`src/rtl/dispatch_queue_pkg.sv`:
```
// rtl/dispatch_queue_pkg.sv - opcodes, tag constants and RS class codes shared by the dispatch queue
package dispatch_queue_pkg;

  typedef enum logic [1:0] {
    CLS_ALU = 2'd0,
    CLS_BR  = 2'd1,
    CLS_LSB = 2'd2
  } rs_class_e;

  localparam int unsigned NULL_TAG = 0;

  // Branch ops occupy [OP_BEQ, OP_JALR], memory ops [OP_LB, OP_SW]; the rest go to the ALU
  localparam int unsigned OP_BEQ  = 3;
  localparam int unsigned OP_JALR = 10;
  localparam int unsigned OP_LB   = 11;
  localparam int unsigned OP_LW   = 13;
  localparam int unsigned OP_SW   = 18;
  localparam int unsigned OP_ADDI = 19;
  localparam int unsigned OP_ADD  = 29;

  function automatic rs_class_e op_class(input logic [31:0] op);
    if (op >= OP_BEQ && op <= OP_JALR) return CLS_BR;
    if (op >= OP_LB && op <= OP_SW) return CLS_LSB;
    return CLS_ALU;
  endfunction

endpackage

```
`src/rtl/dispatch_queue_if.sv`:
```
// rtl/dispatch_queue_if.sv - ID, CDB and reservation-station signals of the dispatch queue
interface dispatch_queue_if #(
  parameter int DATA_W    = 32,
  parameter int TAG_W     = 4,
  parameter int OP_W      = 6,
  parameter int CDB_PORTS = 2
);
  logic                          id_valid, id_ready;
  logic [OP_W-1:0]               id_op;
  logic [DATA_W-1:0]             id_imm, id_pc;
  logic [TAG_W-1:0]              id_dest_tag;
  logic                          src1_valid, src2_valid;
  logic [DATA_W-1:0]             src1_data, src2_data;
  logic [TAG_W-1:0]              src1_tag, src2_tag;
  logic [CDB_PORTS-1:0]          cdb_valid;
  logic [CDB_PORTS*TAG_W-1:0]    cdb_tag;
  logic [CDB_PORTS*DATA_W-1:0]   cdb_data;
  logic                          alu_full, br_full, lsb_full;
  logic                          alu_enable, br_enable, lsb_enable;
  logic [OP_W-1:0]               out_op;
  logic [DATA_W-1:0]             out_imm, out_pc;
  logic [TAG_W-1:0]              out_dest_tag;
  logic                          out_reg1_valid, out_reg2_valid;
  logic [DATA_W-1:0]             out_reg1_data, out_reg2_data;
  logic [TAG_W-1:0]              out_reg1_tag, out_reg2_tag;

  modport master (
    output id_valid, id_op, id_imm, id_pc, id_dest_tag,
           src1_valid, src1_data, src1_tag, src2_valid, src2_data, src2_tag,
           cdb_valid, cdb_tag, cdb_data, alu_full, br_full, lsb_full,
    input  id_ready, alu_enable, br_enable, lsb_enable, out_op, out_imm, out_pc, out_dest_tag,
           out_reg1_valid, out_reg1_data, out_reg1_tag, out_reg2_valid, out_reg2_data, out_reg2_tag
  );

  modport slave (
    input  id_valid, id_op, id_imm, id_pc, id_dest_tag,
           src1_valid, src1_data, src1_tag, src2_valid, src2_data, src2_tag,
           cdb_valid, cdb_tag, cdb_data, alu_full, br_full, lsb_full,
    output id_ready, alu_enable, br_enable, lsb_enable, out_op, out_imm, out_pc, out_dest_tag,
           out_reg1_valid, out_reg1_data, out_reg1_tag, out_reg2_valid, out_reg2_data, out_reg2_tag
  );
endinterface

```
`src/rtl/dispatch_queue_operand_wakeup.sv`:
```
// rtl/dispatch_queue_operand_wakeup.sv - next value of one operand after snooping the CDB ports
module operand_wakeup
  import dispatch_queue_pkg::*;
#(
  parameter int DATA_W    = 32,
  parameter int TAG_W     = 4,
  parameter int CDB_PORTS = 2
) (
  input  logic                        valid_i,
  input  logic [TAG_W-1:0]            tag_i,
  input  logic [DATA_W-1:0]           data_i,
  input  logic [CDB_PORTS-1:0]        cdb_valid,
  input  logic [CDB_PORTS*TAG_W-1:0]  cdb_tag,
  input  logic [CDB_PORTS*DATA_W-1:0] cdb_data,
  output logic                        valid_o,
  output logic [TAG_W-1:0]            tag_o,
  output logic [DATA_W-1:0]           data_o
);
  logic              hit;
  logic [DATA_W-1:0] hit_data;

  always_comb begin
    hit      = 1'b0;
    hit_data = '0;
    // Scan downwards so the lowest matching port is the one that sticks
    for (int p = CDB_PORTS - 1; p >= 0; p--) begin
      if (cdb_valid[p] && (cdb_tag[p*TAG_W +: TAG_W] == tag_i)) begin
        hit      = 1'b1;
        hit_data = cdb_data[p*DATA_W +: DATA_W];
      end
    end
    valid_o = 1'b0;
    tag_o   = tag_i;
    data_o  = '0;
    if (valid_i) begin
      valid_o = 1'b1;
      tag_o   = '0;
      data_o  = data_i;
    end else if (hit && (tag_i != TAG_W'(NULL_TAG))) begin
      valid_o = 1'b1;
      tag_o   = '0;
      data_o  = hit_data;
    end
  end
endmodule

```
`src/rtl/dispatch_queue.sv`:
```
// rtl/dispatch_queue.sv - in-order buffered dispatch from ID to the ALU/Branch/LSB reservation stations
module dispatch_queue
  import dispatch_queue_pkg::*;
#(
  parameter int DEPTH     = 4,
  parameter int DATA_W    = 32,
  parameter int TAG_W     = 4,
  parameter int OP_W      = 6,
  parameter int CDB_PORTS = 2
) (
  input  logic            clk_in,
  input  logic            rst_in,
  input  logic            rdy_in,
  input  logic            clear_in,
  dispatch_queue_if.slave dq
);
  localparam int PTR_W = $clog2(DEPTH);
  localparam int CNT_W = PTR_W + 1;

  logic [PTR_W-1:0]  head_q, head_d, tail_q, tail_d;
  logic [CNT_W-1:0]  count_q, count_d;
  logic [OP_W-1:0]   op_q [DEPTH], op_d [DEPTH];
  logic [DATA_W-1:0] imm_q [DEPTH], imm_d [DEPTH], pc_q [DEPTH], pc_d [DEPTH];
  logic [TAG_W-1:0]  dest_q [DEPTH], dest_d [DEPTH];
  rs_class_e         cls_q [DEPTH], cls_d [DEPTH];
  logic [DEPTH-1:0]  v1_q, v1_d, v2_q, v2_d;
  logic [TAG_W-1:0]  t1_q [DEPTH], t1_d [DEPTH], t2_q [DEPTH], t2_d [DEPTH];
  logic [DATA_W-1:0] d1_q [DEPTH], d1_d [DEPTH], d2_q [DEPTH], d2_d [DEPTH];

  logic              alu_en_q, alu_en_d, br_en_q, br_en_d, lsb_en_q, lsb_en_d;
  logic [OP_W-1:0]   out_op_q, out_op_d;
  logic [DATA_W-1:0] out_imm_q, out_imm_d, out_pc_q, out_pc_d;
  logic [TAG_W-1:0]  out_dest_q, out_dest_d;
  logic              out_v1_q, out_v1_d, out_v2_q, out_v2_d;
  logic [TAG_W-1:0]  out_t1_q, out_t1_d, out_t2_q, out_t2_d;
  logic [DATA_W-1:0] out_d1_q, out_d1_d, out_d2_q, out_d2_d;

  logic              enq, issue, head_blocked;
  rs_class_e         head_cls;
  logic [DEPTH-1:0]  wi_v1, wi_v2, wo_v1, wo_v2;
  logic [TAG_W-1:0]  wi_t1 [DEPTH], wi_t2 [DEPTH], wo_t1 [DEPTH], wo_t2 [DEPTH];
  logic [DATA_W-1:0] wi_d1 [DEPTH], wi_d2 [DEPTH], wo_d1 [DEPTH], wo_d2 [DEPTH];
  logic              iss_v1, iss_v2;
  logic [TAG_W-1:0]  iss_t1, iss_t2;
  logic [DATA_W-1:0] iss_d1, iss_d2;

  assign dq.id_ready = rst_in && rdy_in && !clear_in && (count_q < CNT_W'(DEPTH));

  // The slot being written this cycle snoops with the incoming operands so a same-cycle broadcast is kept
  for (genvar g = 0; g < DEPTH; g++) begin : g_ent
    logic load;
    assign load     = enq && (tail_q == PTR_W'(g));
    assign wi_v1[g] = load ? dq.src1_valid : v1_q[g];
    assign wi_t1[g] = load ? dq.src1_tag   : t1_q[g];
    assign wi_d1[g] = load ? dq.src1_data  : d1_q[g];
    assign wi_v2[g] = load ? dq.src2_valid : v2_q[g];
    assign wi_t2[g] = load ? dq.src2_tag   : t2_q[g];
    assign wi_d2[g] = load ? dq.src2_data  : d2_q[g];
    operand_wakeup #(.DATA_W(DATA_W), .TAG_W(TAG_W), .CDB_PORTS(CDB_PORTS)) u_src1 (
      .valid_i(wi_v1[g]), .tag_i(wi_t1[g]), .data_i(wi_d1[g]), .cdb_valid(dq.cdb_valid),
      .cdb_tag(dq.cdb_tag), .cdb_data(dq.cdb_data), .valid_o(wo_v1[g]), .tag_o(wo_t1[g]), .data_o(wo_d1[g]));
    operand_wakeup #(.DATA_W(DATA_W), .TAG_W(TAG_W), .CDB_PORTS(CDB_PORTS)) u_src2 (
      .valid_i(wi_v2[g]), .tag_i(wi_t2[g]), .data_i(wi_d2[g]), .cdb_valid(dq.cdb_valid),
      .cdb_tag(dq.cdb_tag), .cdb_data(dq.cdb_data), .valid_o(wo_v2[g]), .tag_o(wo_t2[g]), .data_o(wo_d2[g]));
  end

  operand_wakeup #(.DATA_W(DATA_W), .TAG_W(TAG_W), .CDB_PORTS(CDB_PORTS)) u_iss1 (
    .valid_i(v1_q[head_q]), .tag_i(t1_q[head_q]), .data_i(d1_q[head_q]), .cdb_valid(dq.cdb_valid),
    .cdb_tag(dq.cdb_tag), .cdb_data(dq.cdb_data), .valid_o(iss_v1), .tag_o(iss_t1), .data_o(iss_d1));
  operand_wakeup #(.DATA_W(DATA_W), .TAG_W(TAG_W), .CDB_PORTS(CDB_PORTS)) u_iss2 (
    .valid_i(v2_q[head_q]), .tag_i(t2_q[head_q]), .data_i(d2_q[head_q]), .cdb_valid(dq.cdb_valid),
    .cdb_tag(dq.cdb_tag), .cdb_data(dq.cdb_data), .valid_o(iss_v2), .tag_o(iss_t2), .data_o(iss_d2));

  always_comb begin
    head_cls = cls_q[head_q];
    case (head_cls)
      CLS_BR:  head_blocked = dq.br_full;
      CLS_LSB: head_blocked = dq.lsb_full;
      default: head_blocked = dq.alu_full;
    endcase
    enq   = rdy_in && dq.id_valid && dq.id_ready;
    issue = rdy_in && !clear_in && (count_q != '0) && !head_blocked;

    head_d  = head_q;
    tail_d  = tail_q;
    count_d = count_q;
    if (clear_in) begin
      head_d  = '0;
      tail_d  = '0;
      count_d = '0;
    end else begin
      if (enq)   tail_d = tail_q + 1'b1;
      if (issue) head_d = head_q + 1'b1;
      if (enq && !issue)      count_d = count_q + 1'b1;
      else if (!enq && issue) count_d = count_q - 1'b1;
    end

    op_d = op_q; imm_d = imm_q; pc_d = pc_q; dest_d = dest_q; cls_d = cls_q;
    if (rdy_in) begin
      v1_d = wo_v1; t1_d = wo_t1; d1_d = wo_d1;
      v2_d = wo_v2; t2_d = wo_t2; d2_d = wo_d2;
    end else begin
      v1_d = v1_q; t1_d = t1_q; d1_d = d1_q;
      v2_d = v2_q; t2_d = t2_q; d2_d = d2_q;
    end
    for (int i = 0; i < DEPTH; i++) begin
      if (enq && (tail_q == PTR_W'(i))) begin
        op_d[i]   = dq.id_op;
        imm_d[i]  = dq.id_imm;
        pc_d[i]   = dq.id_pc;
        dest_d[i] = dq.id_dest_tag;
        cls_d[i]  = op_class(32'(dq.id_op));
      end
    end

    alu_en_d = 1'b0; br_en_d = 1'b0; lsb_en_d = 1'b0;
    out_op_d = out_op_q; out_imm_d = out_imm_q; out_pc_d = out_pc_q; out_dest_d = out_dest_q;
    out_v1_d = out_v1_q; out_t1_d = out_t1_q; out_d1_d = out_d1_q;
    out_v2_d = out_v2_q; out_t2_d = out_t2_q; out_d2_d = out_d2_q;
    if (issue) begin
      alu_en_d   = (head_cls == CLS_ALU);
      br_en_d    = (head_cls == CLS_BR);
      lsb_en_d   = (head_cls == CLS_LSB);
      out_op_d   = op_q[head_q];
      out_imm_d  = imm_q[head_q];
      out_pc_d   = pc_q[head_q];
      out_dest_d = dest_q[head_q];
      out_v1_d = iss_v1; out_t1_d = iss_t1; out_d1_d = iss_d1;
      out_v2_d = iss_v2; out_t2_d = iss_t2; out_d2_d = iss_d2;
    end
  end

  always_ff @(posedge clk_in or negedge rst_in) begin
    if (!rst_in) begin
      head_q <= '0; tail_q <= '0; count_q <= '0;
      v1_q <= '0; v2_q <= '0;
      for (int i = 0; i < DEPTH; i++) begin
        op_q[i] <= '0; imm_q[i] <= '0; pc_q[i] <= '0; dest_q[i] <= '0; cls_q[i] <= CLS_ALU;
        t1_q[i] <= '0; d1_q[i] <= '0; t2_q[i] <= '0; d2_q[i] <= '0;
      end
      alu_en_q <= 1'b0; br_en_q <= 1'b0; lsb_en_q <= 1'b0;
      out_op_q <= '0; out_imm_q <= '0; out_pc_q <= '0; out_dest_q <= '0;
      out_v1_q <= 1'b0; out_t1_q <= '0; out_d1_q <= '0;
      out_v2_q <= 1'b0; out_t2_q <= '0; out_d2_q <= '0;
    end else begin
      head_q <= head_d; tail_q <= tail_d; count_q <= count_d;
      op_q <= op_d; imm_q <= imm_d; pc_q <= pc_d; dest_q <= dest_d; cls_q <= cls_d;
      v1_q <= v1_d; t1_q <= t1_d; d1_q <= d1_d;
      v2_q <= v2_d; t2_q <= t2_d; d2_q <= d2_d;
      alu_en_q <= alu_en_d; br_en_q <= br_en_d; lsb_en_q <= lsb_en_d;
      out_op_q <= out_op_d; out_imm_q <= out_imm_d; out_pc_q <= out_pc_d; out_dest_q <= out_dest_d;
      out_v1_q <= out_v1_d; out_t1_q <= out_t1_d; out_d1_q <= out_d1_d;
      out_v2_q <= out_v2_d; out_t2_q <= out_t2_d; out_d2_q <= out_d2_d;
    end
  end

  assign dq.alu_enable     = alu_en_q;
  assign dq.br_enable      = br_en_q;
  assign dq.lsb_enable     = lsb_en_q;
  assign dq.out_op         = out_op_q;
  assign dq.out_imm        = out_imm_q;
  assign dq.out_pc         = out_pc_q;
  assign dq.out_dest_tag   = out_dest_q;
  assign dq.out_reg1_valid = out_v1_q;
  assign dq.out_reg1_tag   = out_t1_q;
  assign dq.out_reg1_data  = out_d1_q;
  assign dq.out_reg2_valid = out_v2_q;
  assign dq.out_reg2_tag   = out_t2_q;
  assign dq.out_reg2_data  = out_d2_q;
endmodule

```
`src/flat_wrapper.sv`:
```
// flat-port wrapper written by rule: the top's interface ports become plain ports
module dispatch_queue_flat import dispatch_queue_pkg::*;
#(
  parameter int DEPTH     = 4,
  parameter int DATA_W    = 32,
  parameter int TAG_W     = 4,
  parameter int OP_W      = 6,
  parameter int CDB_PORTS = 2
)
  (clk_in, rst_in, rdy_in, clear_in, dq_id_valid, dq_id_op, dq_id_imm, dq_id_pc, dq_id_dest_tag, dq_src1_valid, dq_src1_data, dq_src1_tag, dq_src2_valid, dq_src2_data, dq_src2_tag, dq_cdb_valid, dq_cdb_tag, dq_cdb_data, dq_alu_full, dq_br_full, dq_lsb_full, dq_id_ready, dq_alu_enable, dq_br_enable, dq_lsb_enable, dq_out_op, dq_out_imm, dq_out_pc, dq_out_dest_tag, dq_out_reg1_valid, dq_out_reg1_data, dq_out_reg1_tag, dq_out_reg2_valid, dq_out_reg2_data, dq_out_reg2_tag);
  dispatch_queue_if #(.DATA_W(DATA_W), .TAG_W(TAG_W), .OP_W(OP_W), .CDB_PORTS(CDB_PORTS)) dq_i ();
  input  logic clk_in;
  input  logic rst_in;
  input  logic rdy_in;
  input  logic clear_in;
  input wire logic [$bits(dq_i.id_valid)-1:0] dq_id_valid;
  input wire logic [$bits(dq_i.id_op)-1:0] dq_id_op;
  input wire logic [$bits(dq_i.id_imm)-1:0] dq_id_imm;
  input wire logic [$bits(dq_i.id_pc)-1:0] dq_id_pc;
  input wire logic [$bits(dq_i.id_dest_tag)-1:0] dq_id_dest_tag;
  input wire logic [$bits(dq_i.src1_valid)-1:0] dq_src1_valid;
  input wire logic [$bits(dq_i.src1_data)-1:0] dq_src1_data;
  input wire logic [$bits(dq_i.src1_tag)-1:0] dq_src1_tag;
  input wire logic [$bits(dq_i.src2_valid)-1:0] dq_src2_valid;
  input wire logic [$bits(dq_i.src2_data)-1:0] dq_src2_data;
  input wire logic [$bits(dq_i.src2_tag)-1:0] dq_src2_tag;
  input wire logic [$bits(dq_i.cdb_valid)-1:0] dq_cdb_valid;
  input wire logic [$bits(dq_i.cdb_tag)-1:0] dq_cdb_tag;
  input wire logic [$bits(dq_i.cdb_data)-1:0] dq_cdb_data;
  input wire logic [$bits(dq_i.alu_full)-1:0] dq_alu_full;
  input wire logic [$bits(dq_i.br_full)-1:0] dq_br_full;
  input wire logic [$bits(dq_i.lsb_full)-1:0] dq_lsb_full;
  output wire logic [$bits(dq_i.id_ready)-1:0] dq_id_ready;
  output wire logic [$bits(dq_i.alu_enable)-1:0] dq_alu_enable;
  output wire logic [$bits(dq_i.br_enable)-1:0] dq_br_enable;
  output wire logic [$bits(dq_i.lsb_enable)-1:0] dq_lsb_enable;
  output wire logic [$bits(dq_i.out_op)-1:0] dq_out_op;
  output wire logic [$bits(dq_i.out_imm)-1:0] dq_out_imm;
  output wire logic [$bits(dq_i.out_pc)-1:0] dq_out_pc;
  output wire logic [$bits(dq_i.out_dest_tag)-1:0] dq_out_dest_tag;
  output wire logic [$bits(dq_i.out_reg1_valid)-1:0] dq_out_reg1_valid;
  output wire logic [$bits(dq_i.out_reg1_data)-1:0] dq_out_reg1_data;
  output wire logic [$bits(dq_i.out_reg1_tag)-1:0] dq_out_reg1_tag;
  output wire logic [$bits(dq_i.out_reg2_valid)-1:0] dq_out_reg2_valid;
  output wire logic [$bits(dq_i.out_reg2_data)-1:0] dq_out_reg2_data;
  output wire logic [$bits(dq_i.out_reg2_tag)-1:0] dq_out_reg2_tag;
  assign dq_i.id_valid = dq_id_valid;
  assign dq_i.id_op = dq_id_op;
  assign dq_i.id_imm = dq_id_imm;
  assign dq_i.id_pc = dq_id_pc;
  assign dq_i.id_dest_tag = dq_id_dest_tag;
  assign dq_i.src1_valid = dq_src1_valid;
  assign dq_i.src1_data = dq_src1_data;
  assign dq_i.src1_tag = dq_src1_tag;
  assign dq_i.src2_valid = dq_src2_valid;
  assign dq_i.src2_data = dq_src2_data;
  assign dq_i.src2_tag = dq_src2_tag;
  assign dq_i.cdb_valid = dq_cdb_valid;
  assign dq_i.cdb_tag = dq_cdb_tag;
  assign dq_i.cdb_data = dq_cdb_data;
  assign dq_i.alu_full = dq_alu_full;
  assign dq_i.br_full = dq_br_full;
  assign dq_i.lsb_full = dq_lsb_full;
  assign dq_id_ready = dq_i.id_ready;
  assign dq_alu_enable = dq_i.alu_enable;
  assign dq_br_enable = dq_i.br_enable;
  assign dq_lsb_enable = dq_i.lsb_enable;
  assign dq_out_op = dq_i.out_op;
  assign dq_out_imm = dq_i.out_imm;
  assign dq_out_pc = dq_i.out_pc;
  assign dq_out_dest_tag = dq_i.out_dest_tag;
  assign dq_out_reg1_valid = dq_i.out_reg1_valid;
  assign dq_out_reg1_data = dq_i.out_reg1_data;
  assign dq_out_reg1_tag = dq_i.out_reg1_tag;
  assign dq_out_reg2_valid = dq_i.out_reg2_valid;
  assign dq_out_reg2_data = dq_i.out_reg2_data;
  assign dq_out_reg2_tag = dq_i.out_reg2_tag;
  dispatch_queue #(.DEPTH(DEPTH), .DATA_W(DATA_W), .TAG_W(TAG_W), .OP_W(OP_W), .CDB_PORTS(CDB_PORTS)) u_core (.clk_in(clk_in), .rst_in(rst_in), .rdy_in(rdy_in), .clear_in(clear_in), .dq(dq_i));
endmodule
```
`config.mk`:
```
export PLATFORM = sky130hd
export DESIGN_NAME = dispatch_queue_flat
export DESIGN_NICKNAME = d
export VERILOG_FILES = /design/src/rtl/dispatch_queue_pkg.sv /design/src/rtl/dispatch_queue_if.sv /design/src/rtl/dispatch_queue_operand_wakeup.sv /design/src/rtl/dispatch_queue.sv /design/src/flat_wrapper.sv
export SDC_FILE = /design/constraint.sdc
export NUM_CORES = 2
export LEC_CHECK = 0
export ABC_AREA = 0
export ABC_CLOCK_PERIOD_IN_PS = 13450
export CORE_MARGIN = 10
export CORE_UTILIZATION = 25
export CTS_CLUSTER_SIZE = 14
export DETAILED_ROUTE_END_ITERATION = 6
export PLACE_DENSITY = 0.5
export SLEW_MARGIN = 20
export SYNTH_ARGS = -nofsm -noshare
export SYNTH_HDL_FRONTEND = slang
export SYNTH_SLANG_ARGS = --single-unit
```
`constraint.sdc`:
```
create_clock -name clk_in -period 13.45 [get_ports clk_in]
set_clock_uncertainty 0.05 [all_clocks]
set_input_delay 2.0175 -clock clk_in [delete_from_list [all_inputs] [get_ports clk_in]]
set_output_delay 2.0175 -clock clk_in [all_outputs]
set_load 0.01 [all_outputs]
```
# Word-level counts from Yosys, hierarchy flattened
# Cells that the tools add are included.
[word_totals] register_bits=758 inputBits=230 out_inout_bits=152 elab_cells=363
[op_classes] add_sub_neg=4 order_cmp=7 eq_ne=33 muxes=190 bitwise_logic=1 reduce_logical=74
[op_table] op="2-to-1 mux 32 bit" n=56
[op_table] op="binary-select mux 32 bit (select 2 bit)" n=4
[op_table] op="2-to-1 mux 4 bit" n=34
[op_table] op="equality test 4 bit" n=20
[op_table] op="2-to-1 mux 1 bit" n=67
[op_table] op="logical AND 1 bit" n=46
[op_table] op="nonzero test 4 bit" n=10
[op_table] op="2-to-1 mux 2 bit" n=16
[op_table] op="binary-select mux 4 bit (select 2 bit)" n=3
[op_table] op="inequality test 2 x 1 -> 1 bit (second input constant)" n=8
[op_table] op="AND reduction 2 bit" n=8
[op_table] op="binary-select mux 6 bit (select 2 bit)" n=1
[op_table] op="2-to-1 mux 6 bit" n=2
[op_table] op="2-to-1 mux 3 bit" n=3
[op_table] op="equality test 2 bit (second input constant)" n=3
[op_table] op="greater-or-equal comparator 6 x 2 -> 1 bit (second input constant)" n=1
[op_table] op="greater-or-equal comparator 6 x 4 -> 1 bit (second input constant)" n=1
[op_table] op="less-or-equal comparator 6 x 4 -> 1 bit (second input constant)" n=1
[op_table] op="less-or-equal comparator 6 x 5 -> 1 bit (second input constant)" n=1
[op_table] op="nonzero test 3 bit" n=2
[op_table] op="adder 2 x 1 -> 2 bit (second input constant)" n=2
[op_table] op="binary-select mux 1 bit (select 2 bit)" n=2
[op_table] op="binary-select mux 2 bit (select 2 bit)" n=1
[op_table] op="equality test 2 x 1 -> 1 bit (second input constant)" n=2
[op_table] op="10 further kinds" n=15

# Longest topological paths before layout
[depth] word_depth=13 ltp_mapped=18 ltp_nobuf=11

# Hierarchy
# Synthesis repeated with hierarchy kept, for this count alone.
[unflattened] cells_unflattened=3300 hier_area_um2=44463.9
[by_module_without_submodules] module="dispatch_queue" instances=1 cells_per_inst=2320 area_each_um2=36606.4 seq_area_each_um2=18968.2
[by_module_without_submodules] module="operand_wakeup" instances=10 cells_per_inst=98 area_each_um2=785.8 seq_area_each_um2=0.0

# Least setup slack after synthesis
# No wires, ideal clock.
[synth_timing] path_kind="input port to output port" start="input port rdy_in" end="output port dq_id_ready" arrival_time_ns=2.746 required_ns=11.382 setup_slack_ns=8.637 cell_stages=4 path_buffers=2 cell_sequence="buf_2 nand3b_1 buf_2 nor2_1"
[synth_via] elab_chain_len=3
[synth_rtl] item="start: declaration" line="flat_wrapper.sv:14" text="input logic rdy_in;"
[synth_rtl] item="logical AND 1 bit (3 in series)" line="dispatch_queue.sv:47" text="assign dq.id_ready = rst_in && rdy_in && !clear_in && (count_q < CNT_W'(DEPTH));"
[synth_rtl] item="end: declaration" line="flat_wrapper.sv:33" text="output wire logic [$bits(dq_i.id_ready)-1:0] dq_id_ready;"
# No other way between the ends.

# Worst setup path after layout
# Same ends and word-level chain as after synthesis.

==> metrics.txt <==
Compound-Gate Fraction of Synth Area=15.0%; CTS Buf Count=96; Worst Hold Endpoint=u_core.pc_q[92]; Net count, final=4466; Crit. End Element=output port; Final Total Pwr=7.51 mW; cells on worst reg2reg path=12; root buffer cell=clkbuf_16; final critical-path share of the clock period=50.0%; worst endpoint required time=11380 ps; Pint=5.24 mW; IO Port Bufs=381; setup violators final=0; Initial Util=25.1%; Sw Share=30.2%; wire per inst=24.9 µm; Max Fclk=149 MHz; number of hold buffers added after cts=0; initial antenna violation count=38; worst vdd ir=0.114 mV; CTS H-Tree Depth=3; yosys warns=0; Via density=5.08; Fill cells=16700; DIE HEIGHT=422 µm; Synth Net Count=4289; postcts setup bufs=0; post-synthesis mux area share=18.0%; Bufs on Longest Clock Path=3; Async SR Flop Fraction=100%; max-cap violations=0; FF+latch area=19000 µm²; min-delay src=u_core.pc_q[92]; GP Congestion=0.826; Worst-Margin Slew=1080 ps; vias in the first global route=33500; Hold Path Class=reg2reg; share of the synthesized area in the top cell type=47.0%; top area cells in the synthesized netlist=dfrtp_1 47%, nand2_1 10%, mux4_2 8.1%, mux2i_1 7.5%, a22oi_1 3.0%; Critical Path AT=4660 ps; synthesized cell area=40300 µm²; Sequential Power Share=38.8%; Cell Count Post-Placement=6289; pin count of the biggest net entering global routing=168; Yosys cell types=78; total track usage=17.6%; most frequent cells in the layout=1098 x nand2_1, 756 x dfrtp_1, 380 x clkdlybuf4s50_1, 303 x mux2i_1, 162 x a22oi_1; CTS tree=yes; commonest non-fill, non-tap cell in the layout=nand2_1; r2r setup slk=7330 ps; final setup TNS=0 ps; post-route DRC violation count=0; wire length of the first global-routing pass=240 mm; Die W=422 µm; fin cells=6472; DP Wirelength=102 mm; Adder-Cell Fraction of Synth Area=0.267%; Synth Area in Simple Gates=13.8%; Cells after Synth=4051; Leak=21.9 nW; vias=32900; pwr/cell area=152 nW/µm²; Routed Antenna Nets=0; Slew headroom=28.1%; Starting DRT DRC Count=2950; Routed met2 length=79.7 mm; largest family of logic cells by synthesized area=multiplexers; WHS=419 ps; metal3 WL=10.3 mm; routed wire length=161 mm; startpoint of the worst register-to-register path=u_core.head_q[0]; Final Hold Fails=0; min cycle time layout=6730 ps; register area share after synthesis=47.0%; IO Pins=382; clk sink count=758; Multi-input gate area=19800 µm²; Met1 Wirelength=66.1 mm; Rows=147; Pins Over Slew Limit=0; core area=160000 µm²; outcome=finished, final reports clean; Hold Crit Depth=2; Clk pwr share=36.6%; Syn Area/Cell=9.96 µm²; switching pwr=2.27 mW; Die ar.=178000 µm²; Logic pwr share=24.6%; Post-Synth XOR/XNOR Area=1.59%; Post-synth EDFFs=0; Clk Latency, worst-skew pair=740 ps; Setup crit start kind=input pin; share of layout cells above drive strength 1=11.7%; RR Endpoint=u_core.dq.out_reg1_data[31]; Synth area leader=dfrtp_1; Crit Path Class=in2out; post-CTS resize count=0; CTS clk-pin slew, worst paths=60 ps; grt ovf=0; ys flop type=dfrtp_1; critical-path maximum fanout=35; highest metal layer with signal wires=met5; area grow syn2layout=22.6%; RSZ-0062 raised after global routing=no; DR pass1 iterations=7; register bit total from synthesis=758
-- cell usage after synthesis, types with 10 or more instances --
master / count
o21ai_0: 134
nand2_1: 1102
a21boi_1: 25
a22oi_1: 162
dfrtp_1: 758
nand2b_1: 14
nand3_1: 14
buf_2: 89
o311ai_1: 58
a22o_1: 24
a31oi_1: 35
mux4_2: 145
a21boi_0: 42
clkbuf_1: 240
and2_1: 10
mux2_2: 82
a21oi_1: 156
nor4_1: 14
o21ai_1: 53
nor3_1: 23
xnor2_1: 54
a211oi_1: 10
a2bb2oi_1: 32
nor2_1: 143
o21a_1: 69
and3_1: 13
xor2_1: 19
o22ai_1: 14
buf_1: 40
mux2i_1: 303
inv_1: 27
-- per-layer routing --
layer  vias up  track usage [%]
met1     16700             21.9
met5         -                0
met4        22             5.18
met2      1144             30.4
met3       265             3.68
li1      14700                -
-- power groups by stage --
| stage | Clock, mW | Sequential [mW] | Combinational, mW |
|---|---|---|---|
| floorplan | 0 | 2.97 | 0.866 |
| global placement | 0 | 2.94 | 1.86 |
| detailed placement | 0 | 2.95 | 1.88 |
| CTS | 2.82 | 2.92 | 1.89 |
| global route | 2.92 | 2.96 | 2.01 |
| finish | 2.74 | 2.91 | 1.85 |
-- sequential cells by signal (all words and copies together) (netlist names), 8 cells and up --
signal,count
u_core.d2_q,128
u_core.dest_q,16
u_core.t2_q,16
u_core.dq.out_reg2_data,32
u_core.t1_q,16
u_core.d1_q,128
u_core.imm_q,128
u_core.pc_q,128
u_core.op_q,24
u_core.cls_q,8
u_core.dq.out_pc,32
u_core.dq.out_reg1_data,32
u_core.dq.out_imm,32
-- cells by family (layout without fill, tap and decap cells) --
logic type | after synthesis | in the layout
and+or+nand+nor | 1379 | 1379
AOI/OAI and AO/OA | 888 | 888
DFF | 758 | 758
muxes | 531 | 531
buffers and inverters | 414 | 670
xor gates and xnor gates | 73 | 73
adders and majority gates | 8 | 8
other | 0 | 5
-- critical path, stage by stage --
cell and delay, ps:
clkdlybuf4s50_1 450, buf_4 380, nand3b_1 740, nor2_1 290
clkdlybuf4s50_1 710
-- per-stage QoR --
step | area [µm²] | utilization [%] | setup slack (ps)
2_1_floorplan | 40300 | - | 8640
3_3_place_gp | 46000 | 28.7 | 6520
3_5_place_dp | 46000 | 28.7 | 6480
5_1_grt | 49400 | 30.8 | 6460
6_report | 49400 | 30.8 | 6720
4_1_cts | 49400 | 30.8 | 6670
-- worst max path at each step --
stage,startpoint,to,cells past startpoint
4_1_cts,rdy_in,dq_id_ready,5
3_3_place_gp,rdy_in,u_core.d2_q[46],11
3_5_place_dp,rdy_in,u_core.d2_q[42],11
6_report,rdy_in,dq_id_ready,5
5_1_grt,rdy_in,dq_id_ready,5
2_1_floorplan,rdy_in,dq_id_ready,4
-- area by class of cell --
| cell class | instances | area share (%) |
|---|---|---|
| tap | 2160 | 5.47 |
| clock inverter | 41 | 1.18 |
| sequential | 758 | 38.4 |
| antenna | 5 | 0.0253 |
| clock buffer | 136 | 5.65 |
| multi-input combinational | 2879 | 40.0 |
| timing repair buffer | 465 | 9.12 |
| inverter | 28 | 0.213 |
Power figures use the tool's default switching activity.
